<file path="config.mk">
export PLATFORM = sky130hd
export DESIGN_NAME = fir_output_fifo_flat
export DESIGN_NICKNAME = d
export VERILOG_FILES = /design/src/rtl/fir_out_pkg.sv /design/src/rtl/fir_output_fifo_if.sv /design/src/rtl/fir_out_fifo_mem.sv /design/src/rtl/fir_output_fifo.sv /design/src/flat_wrapper.sv
export SDC_FILE = /design/constraint.sdc
export NUM_CORES = 1
export LEC_CHECK = 0
export CAP_MARGIN = 5
export CORE_ASPECT_RATIO = 0.7
export CORE_MARGIN = 3
export CORE_UTILIZATION = 40
export DETAILED_ROUTE_END_ITERATION = 16
export PLACE_DENSITY_LB_ADDON = 0.2
export SLEW_MARGIN = 20
export SYNTH_ARGS = -nofsm -noshare
export SYNTH_HDL_FRONTEND = slang
export SYNTH_SLANG_ARGS = --single-unit
</file>
<file path="constraint.sdc">
create_clock -name clk -period 5.3 [get_ports clk]
set_clock_uncertainty 0.2 [all_clocks]
set_input_delay 1.06 -clock clk [delete_from_list [all_inputs] [get_ports clk]]
set_output_delay 1.06 -clock clk [all_outputs]
set_load 0.005 [all_outputs]
</file>
<file path="src/rtl/fir_out_pkg.sv">
// rtl/fir_out_pkg.sv - shared widths and sample type for the FIR output FIFO
//   DATA_W : FIR sample width
//   ERR_W  : error sideband width
//   SEL_W  : filter-select width
//   fir_sample_t : {err, data} as stored in the FIFO
package fir_out_pkg;
  localparam int DATA_W = 12;
  localparam int ERR_W  = 2;
  localparam int SEL_W  = 2;

  typedef struct packed {
    logic [ERR_W-1:0]  err;
    logic [DATA_W-1:0] data;
  } fir_sample_t;
endpackage

</file>
<file path="src/rtl/fir_output_fifo_if.sv">
// rtl/fir_output_fifo_if.sv - sink/source streaming bundle of the FIR output FIFO
//   ast_sink_data/error/valid       : FIR side into the FIFO (no ready)
//   ast_source_data/error/valid     : head of FIFO towards the consumer
//   ast_source_ready                : consumer accepts head when valid & ready
//   modport slave  : FIFO side
//   modport master : producer/consumer side
interface fir_output_fifo_if;
  import fir_out_pkg::*;

  logic [DATA_W-1:0] ast_sink_data;
  logic [ERR_W-1:0]  ast_sink_error;
  logic              ast_sink_valid;
  logic [DATA_W-1:0] ast_source_data;
  logic [ERR_W-1:0]  ast_source_error;
  logic              ast_source_valid;
  logic              ast_source_ready;

  modport slave (
    input  ast_sink_data, ast_sink_error, ast_sink_valid, ast_source_ready,
    output ast_source_data, ast_source_error, ast_source_valid
  );

  modport master (
    output ast_sink_data, ast_sink_error, ast_sink_valid, ast_source_ready,
    input  ast_source_data, ast_source_error, ast_source_valid
  );
endinterface

</file>
<file path="src/rtl/fir_out_fifo_mem.sv">
// rtl/fir_out_fifo_mem.sv - DEPTH x sample simple dual-port RAM, registered write, async read
//   i_clk   : clock
//   i_we    : write enable
//   i_waddr : write address
//   i_wdata : sample to store
//   i_raddr : read address (head pointer)
//   o_rdata : sample at i_raddr, combinational
module fir_out_fifo_mem
  import fir_out_pkg::*;
#(
  parameter int DEPTH = 16,
  parameter int AW    = $clog2(DEPTH)
) (
  input  logic          i_clk,
  input  logic          i_we,
  input  logic [AW-1:0] i_waddr,
  input  fir_sample_t   i_wdata,
  input  logic [AW-1:0] i_raddr,
  output fir_sample_t   o_rdata
);
  fir_sample_t r_mem [DEPTH];

  always_ff @(posedge i_clk) begin
    if (i_we) begin
      r_mem[i_waddr] <= i_wdata;
    end
  end

  assign o_rdata = r_mem[i_raddr];
endmodule

</file>
<file path="src/rtl/fir_output_fifo.sv">
// rtl/fir_output_fifo.sv - FIR sample FIFO with sel-change flush, settling blanking and overflow flag
//   clk, reset  : clock, synchronous active-high reset
//   sel         : filter select; any change flushes the FIFO and restarts blanking
//   ast         : sink/source stream bundle (fir_output_fifo_if.slave)
//   ovf_clear   : clears overflow (and drop_count)
//   overflow    : sticky, a sample was dropped on a full FIFO
//   fill_level  : current occupancy 0..DEPTH
//   drop_count  : saturating drop counter, only with FIR_OUT_FIFO_STATS_EN defined
module fir_output_fifo
  import fir_out_pkg::*;
#(
  parameter int DEPTH         = 16,
  parameter int BLANK_SAMPLES = 64
) (
  input  logic                     clk,
  input  logic                     reset,
  input  logic [SEL_W-1:0]         sel,
  fir_output_fifo_if.slave         ast,
  input  logic                     ovf_clear,
  output logic                     overflow,
  output logic [$clog2(DEPTH):0]   fill_level
`ifdef FIR_OUT_FIFO_STATS_EN
  ,
  output logic [15:0]              drop_count
`endif
);
  localparam int AW = $clog2(DEPTH);
  localparam int CW = AW + 1;
  localparam int BW = (BLANK_SAMPLES > 0) ? $clog2(BLANK_SAMPLES + 1) : 1;

  logic [SEL_W-1:0] r_sel_q;
  logic [BW-1:0]    r_blank_cnt;
  logic [AW-1:0]    r_wr_ptr;
  logic [AW-1:0]    r_rd_ptr;
  logic [CW-1:0]    r_count;
  logic             r_overflow;

  logic             w_sel_chg;
  logic             w_blanking;
  logic             w_valid;
  logic             w_full;
  logic             w_pop;
  logic             w_accept;
  logic             w_push;
  logic             w_drop;
  fir_sample_t      w_wdata;
  fir_sample_t      w_head;

  // A sel change takes priority over everything: flush, reload blanking,
  // and ignore any write or read happening in the same cycle.
  assign w_sel_chg  = (sel != r_sel_q);
  assign w_blanking = (r_blank_cnt != '0);
  assign w_valid    = (r_count != '0);
  assign w_full     = (r_count == CW'(DEPTH));
  assign w_pop      = w_valid & ast.ast_source_ready & ~w_sel_chg;
  assign w_accept   = ast.ast_sink_valid & ~w_blanking & ~w_sel_chg;
  // A simultaneous pop frees the slot, so a full FIFO can still take a sample.
  assign w_push     = w_accept & (~w_full | w_pop);
  assign w_drop     = w_accept & w_full & ~w_pop;

  assign w_wdata.err  = ast.ast_sink_error;
  assign w_wdata.data = ast.ast_sink_data;

  fir_out_fifo_mem #(
    .DEPTH (DEPTH),
    .AW    (AW)
  ) u_mem (
    .i_clk   (clk),
    .i_we    (w_push),
    .i_waddr (r_wr_ptr),
    .i_wdata (w_wdata),
    .i_raddr (r_rd_ptr),
    .o_rdata (w_head)
  );

  always_ff @(posedge clk) begin
    if (reset) begin
      r_sel_q     <= sel;
      r_blank_cnt <= BW'(BLANK_SAMPLES);
    end else begin
      r_sel_q <= sel;
      if (w_sel_chg) begin
        r_blank_cnt <= BW'(BLANK_SAMPLES);
      end else if (ast.ast_sink_valid && w_blanking) begin
        r_blank_cnt <= r_blank_cnt - 1'b1;
      end
    end
  end

  always_ff @(posedge clk) begin
    if (reset || w_sel_chg) begin
      r_wr_ptr <= '0;
      r_rd_ptr <= '0;
      r_count  <= '0;
    end else begin
      if (w_push) begin
        r_wr_ptr <= r_wr_ptr + 1'b1;
      end
      if (w_pop) begin
        r_rd_ptr <= r_rd_ptr + 1'b1;
      end
      case ({w_push, w_pop})
        2'b10:   r_count <= r_count + 1'b1;
        2'b01:   r_count <= r_count - 1'b1;
        default: r_count <= r_count;
      endcase
    end
  end

  // Set wins over clear so a drop in the clearing cycle is not lost.
  always_ff @(posedge clk) begin
    if (reset) begin
      r_overflow <= 1'b0;
    end else if (w_drop) begin
      r_overflow <= 1'b1;
    end else if (ovf_clear) begin
      r_overflow <= 1'b0;
    end
  end

`ifdef FIR_OUT_FIFO_STATS_EN
  logic [15:0] r_drop_count;

  always_ff @(posedge clk) begin
    if (reset) begin
      r_drop_count <= '0;
    end else if (w_drop) begin
      if (r_drop_count != 16'hFFFF) begin
        r_drop_count <= r_drop_count + 1'b1;
      end
    end else if (ovf_clear) begin
      r_drop_count <= '0;
    end
  end

  assign drop_count = r_drop_count;
`endif

  // Head is gated by valid so the outputs read 0 while empty (RAM content
  // is never reset).
  assign ast.ast_source_valid = w_valid;
  assign ast.ast_source_data  = w_valid ? w_head.data : '0;
  assign ast.ast_source_error = w_valid ? w_head.err  : '0;
  assign overflow             = r_overflow;
  assign fill_level           = r_count;
endmodule
</file>
<file path="src/flat_wrapper.sv">
// flat-port wrapper written by rule: the top's interface ports become plain ports
module fir_output_fifo_flat import fir_out_pkg::*;
#(
  parameter int DEPTH         = 16,
  parameter int BLANK_SAMPLES = 64
)
  (clk, reset, sel, ovf_clear, overflow, fill_level, ast_ast_sink_data, ast_ast_sink_error, ast_ast_sink_valid, ast_ast_source_ready, ast_ast_source_data, ast_ast_source_error, ast_ast_source_valid);
  fir_output_fifo_if ast_i ();
  input  logic clk;
  input  logic reset;
  input  logic [SEL_W-1:0] sel;
  input  logic ovf_clear;
  output logic overflow;
  output logic [$clog2(DEPTH):0] fill_level;
  input wire logic [$bits(ast_i.ast_sink_data)-1:0] ast_ast_sink_data;
  input wire logic [$bits(ast_i.ast_sink_error)-1:0] ast_ast_sink_error;
  input wire logic [$bits(ast_i.ast_sink_valid)-1:0] ast_ast_sink_valid;
  input wire logic [$bits(ast_i.ast_source_ready)-1:0] ast_ast_source_ready;
  output wire logic [$bits(ast_i.ast_source_data)-1:0] ast_ast_source_data;
  output wire logic [$bits(ast_i.ast_source_error)-1:0] ast_ast_source_error;
  output wire logic [$bits(ast_i.ast_source_valid)-1:0] ast_ast_source_valid;
  assign ast_i.ast_sink_data = ast_ast_sink_data;
  assign ast_i.ast_sink_error = ast_ast_sink_error;
  assign ast_i.ast_sink_valid = ast_ast_sink_valid;
  assign ast_i.ast_source_ready = ast_ast_source_ready;
  assign ast_ast_source_data = ast_i.ast_source_data;
  assign ast_ast_source_error = ast_i.ast_source_error;
  assign ast_ast_source_valid = ast_i.ast_source_valid;
  fir_output_fifo #(.DEPTH(DEPTH), .BLANK_SAMPLES(BLANK_SAMPLES)) u_core (.clk(clk), .reset(reset), .sel(sel), .ast(ast_i), .ovf_clear(ovf_clear), .overflow(overflow), .fill_level(fill_level));
endmodule
</file>
Yosys cells after proc, flatten, opt, wreduce, memory -nomap -nowiden
Memories as Yosys holds them, arrays and structs flattened. A register that Yosys moved wholly into a read port is not among the register bits.
Cells that the tools add are included.
Widths: inputs -> output; s select.
{"block": "classes", "add_sub_neg": 5, "n_mul": 0, "n_div": 0, "n_lt_le_gt_ge": 0, "n_eq_ne": 4, "shift": 0, "n_mux": 9, "bitwise_logic": 12, "n_reduce_logical": 7}
{"cell": "$mux 12", "count": 1}
{"cell": "$pmux 5 s2", "count": 1}
{"cell": "$add 4x1->4 const B", "count": 2}
{"cell": "$mux 4", "count": 2}
{"cell": "$and 1x1->1", "count": 7}
{"cell": "$reduce_bool 7->1", "count": 1}
{"cell": "$sub 7x1->7 const B", "count": 1}
{"cell": "$add 5x1->5 const B", "count": 1}
{"cell": "$eq 5x5->1 const B", "count": 1}
{"cell": "$reduce_bool 5->1", "count": 1}
{"cell": "$sub 5x1->5 const B", "count": 1}
{"cell": "$mux 1", "count": 4}
{"cell": "$not 1->1", "count": 4}
{"cell": "$reduce_bool 2->1", "count": 2}
{"cell": "$eq 2x1->1 const B", "count": 1}
{"cell": "$eq 2x2->1 const B", "count": 1}
{"cell": "$mux 2", "count": 1}
{"cell": "$ne 2x2->1", "count": 1}
{"cell": "$reduce_or 2->1", "count": 1}
{"cell": "$logic_and 1x1->1", "count": 1}
{"cell": "$logic_or 1x1->1", "count": 1}
{"cell": "$or 1x1->1", "count": 1}
{"block": "totals", "reg_bits": 23, "latch_bits": 0, "ramBits": 224, "rom_bits": 0, "out_inout_bits": 21, "n_memories": 1}
{"memory": "u_core.u_mem.r_mem", "words": 16, "width": 14, "rd": 1, "rd_clocked_by_memory_dff": 1, "write_ports": 1, "line_no": "fir_out_fifo_mem.sv:21", "rtl": "fir_sample_t r_mem [DEPTH];"}

Logic depth before layout (Yosys ltp)
{"block": "depth", "depth_word": 7, "mapped_depth": 12}

Hierarchy
From an unflattened synthesis, not the netlist that was laid out.
{"block": "unflattened", "hier_cells": 513, "hier_area_um2": 9809.4}
{"mod": "fir_out_fifo_mem", "n_inst": 1, "cells_each": 365, "area_per_inst_um2": 8483.1, "seq_area_each_um2": 6726.5}
{"mod": "fir_output_fifo", "n_inst": 1, "cells_each": 148, "area_per_inst_um2": 1326.3, "seq_area_each_um2": 460.4}

Worst setup path before layout
No wires, ideal clock.
{"block": "synth_timing", "path_type": "register to output", "start": "register (tool-made name)", "end": "output ast_ast_source_data[0]", "arrival_time_ns": 2.245, "required_time_ns": 4.040, "path_slack_ns": 1.795, "path_stages_with_launch": 6, "path_buffers": 2, "path_cell_list": "dfxtp_1 -> buf_2 -> buf_1 -> mux4_2 -> mux4_2 -> nor2b_1"}
{"element": "to (decl)", "line_no": "flat_wrapper.sv:19", "rtl": "output wire logic [$bits(ast_i.ast_source_data)-1:0] ast_ast_source_data;"}

==> Implementation_results.wiki <==
{| class="wikitable"
! Metric !! Value
|-
| Run status || complete, no violations
|-
| DIE WIDTH || 194 um
|-
| Post-DP HPWL || 12800 um
|-
| Number of global-route vias before repair || 4975
|-
| Clock-pin transition on the worst setup and hold timing paths || 60 ps
|-
| Setup Total Neg Slack || 0 ps
|-
| Detailed-routed wire length on met2 || 9670 um
|-
| Number of search-and-repair iterations in the first detailed-routing pass || 4
|-
| Tightest Hold Check Type || flop to flop
|-
| Share of the cycle needed by the critical path after routing || 0.818
|-
| Setup repair after global routing missed its margin || false
|-
| Post-Route Hold Slack || 272 ps
|-
| Residual overflow from global routing || 0
|-
| Quantity of gates resized following cts || 0
|-
| CTS root buf || sky130_fd_sc_hd__clkbuf_16
|-
| Row count || 47
|-
| DRC marker count from the first detailed-route iteration || 329
|-
| Post-layout util || 0.482
|-
| Antenna violations before repair || 0
|-
| Worst setup SP type || flop
|-
| Final standard cell count with taps included and fillers excluded || 882
|-
| Minimum clock period after layout || 4330 ps
|-
| GPL Wtd Cong || 0.742
|-
| Post-detailed-route count of antenna-violating nets || 0
|-
| DP Worst Slack || 1170 ps
|-
| TritonCTS Buffers || 25
|-
| Post-synthesis net count || 519
|-
| VDD IR max || 0.000242 V
|-
| Cell variety after synth || 40
|-
| Synthesis-stage register bit count || 251
|-
| Worst-Margin Slew || 961 ps
|-
| Number of hold violations in the final report || 0
|-
| Insertion delay of the later-clocked pin in the worst-skew pair || 510 ps
|-
| DR WL/cell || 23.7 um
|-
| Number of pins with negative max-slew slack in the final report || 0
|-
| Mapped Cells || 487
|-
| Clock tree from TritonCTS || yes
|-
| Layout filler cell count || 1985
|-
| Max-cap viol count || 0
|-
| Layout area overhead || 16.8%
|-
| Clock sink count || 251
|-
| Number of buffers on the longest clock path || 3
|-
| Count of buffers added by post-CTS timing repair for setup || 0
|-
| Count of hold-fix buffers inserted at cts || 0
|-
| Count of synthesis-stage warnings from yosys || 0
|-
| Floorplan Core Area || 24000 um^2
|-
| Die Height || 138 um
|-
| Global-route wire length before repair || 32000 um
|-
| Number of enable-type register cells in the synthesized netlist || 224
|-
| F_max || 231 MHz
|-
| Final setup fails || 0
|-
| Post-synthesis average cell area || 20.3 um^2
|-
| Total global routing track utilization || 0.161
|-
| Number of diodes || 0
|-
| Number of top-level design ports || 42
|-
| Vias per Instance || 5.44
|-
| Clock H-tree levels || 1
|-
| Leak Pwr || 3.63 nW
|-
| Area used by multi-input combinational logic || 2510 um^2
|-
| Port Buffers || 41
|-
| Residual DRC || 0
|-
| Effective utilization at floorplan || 0.412
|-
| Area of the die || 26700 um^2
|-
| Type of the worst setup path || flop to output port
|-
| Sequential-to-total area share from yosys stat || 0.735
|-
| Design Power || 4.03 mW
|-
| Worst Setup End Kind || output port
|-
| Critical path required time || 4040 ps
|-
| Rel. slew slack || 0.359
|-
| Ratio of cells with drive above 1 in the final layout || 0.220
|-
| Wirelength, routed || 20900 um
|-
| Highest net fanout along the worst path || 56
|-
| Met3 WL post-DR || 931 um
|-
| Total number of nets in the final design || 578
|-
| Setup slack of the critical path after layout || 966 ps
|-
| Post-placement cell area || 10700 um^2
|-
| Post-route cell area || 11600 um^2
|-
| Pwr dens || 349 nW/um^2
|-
| CP Data Arrival Time || 3070 ps
|-
| Async S/R FF share, synth || 0
|-
| Area occupied by registers || 7270 um^2
|-
| Maximum number of pins on one net before global-route repair || 57
|-
| Mapped cell area || 9890 um^2
|-
| Vias after detailed routing || 4796
|-
| Length of routed wiring on met1 || 9890 um
|-
| Count of placed standard cells including taps || 837
|-
| Most used flip-flop cell after synthesis || sky130_fd_sc_hd__edfxtp_1
|-
| Highest signal layer in the routed design || met4
|}
-- power by group --
part	total (mW)	switching, mW	internal [mW]
Clock	1.79	0.717	1.08
Sequential	2.16	0.00356	2.15
Combinational	0.0775	0.0494	0.0281
-- worst max-delay path: stages, from the launching register on --
cell and delay [ps]:
sky130_fd_sc_hd__dfxtp_2 310, sky130_fd_sc_hd__buf_4 630, sky130_fd_sc_hd__mux4_2 470, sky130_fd_sc_hd__mux4_2 470, sky130_fd_sc_hd__nor2b_1 140, sky130_fd_sc_hd__clkdlybuf4s50_1 480
-- state kept, by name (all words and copies together), names as in the netlist, named ones only --
signal              flops
u_core.u_mem.r_mem    224
u_core.r_blank_cnt      7
u_core.fill_level       5
u_core.r_rd_ptr         4
u_core.r_wr_ptr         4
u_core.r_sel_q          2
u_core.overflow         1
-- path summary, 6_finish.rpt --
check	slack [ps]	from	end	cells past startpoint
worst max-delay path	970	flop	ast_ast_source_error[0]	5
worst min-delay path	270	u_core.overflow$_SDFFE_PP0P_	u_core.overflow$_SDFFE_PP0P_	2
worst max register to register	1810	u_core.r_blank_cnt[2]$_SDFFE_PP0P_	u_core.u_mem.r_mem[7][1]$_DFFE_PP_	5
worst min register to register	270	u_core.overflow$_SDFFE_PP0P_	u_core.overflow$_SDFFE_PP0P_	2
-- metal layers --
layer  vias to the layer above  track usage
met3                        29       0.0266
li1                       2100            -
met4                         0       0.0323
met5                         -            0
met2                       124        0.257
met1                      2543        0.238
-- placed cells by master, fill, tap and decap left out, drive strengths merged, types with 8 or more instances in the layout --
master         count
and2               8
buf               11
clkbuf            31
clkdlybuf4s50     41
clkinv             8
dfxtp             27
edfxtp           224
ha                10
inv               12
mux4              70
nand2              9
nor2              20
nor2b             16
xnor2              9
-- synth_stat cells, drive strengths merged, types with 2 or more instances --
cell	instances	area, um^2
nand3	6	30.0
inv	11	41.3
mux2i	6	60.1
and3	4	25.0
a211oi	2	15.0
nor2b	16	100
nor3b	2	20.0
xnor2	9	78.8
nor2	20	75.1
or3	2	12.5
nor4	2	12.5
and2	8	50.1
clkbuf	13	50.0
xor2	6	52.6
ha	10	125
and4	4	35.0
a21oi	6	30.0
dfxtp	27	541
mux4	70	1580
or4	3	22.5
buf	7	28.8
edfxtp	224	6730
a21o	3	22.5
nand2	9	36.3
nor3	6	30.0
-- logic make-up (layout without fill, tap and decap cells) --
kind of cell | after synthesis | count (layout) | share of synthesized area
DFF | 251 | 251 | 0.735
and+or+nand+nor | 88 | 88 | 0.0500
muxes | 76 | 76 | 0.165
buffers and inverters | 31 | 108 | 0.0121
AOI/OAI and AO/OA | 15 | 15 | 0.00974
xor gates and xnor gates | 15 | 15 | 0.0133
adders and majority gates | 11 | 11 | 0.0147
-- layout make-up --
type / count / share of cell area
Sequential cell: 251 / 0.629
Multi-Input combinational cell: 205 / 0.217
Clock buffer: 31 / 0.0570
Clock inverter: 14 / 0.0152
Tap cell: 318 / 0.0344
Inverter: 11 / 0.00357
Timing Repair Buffer: 52 / 0.0437
(Power assumes the default switching activity.)
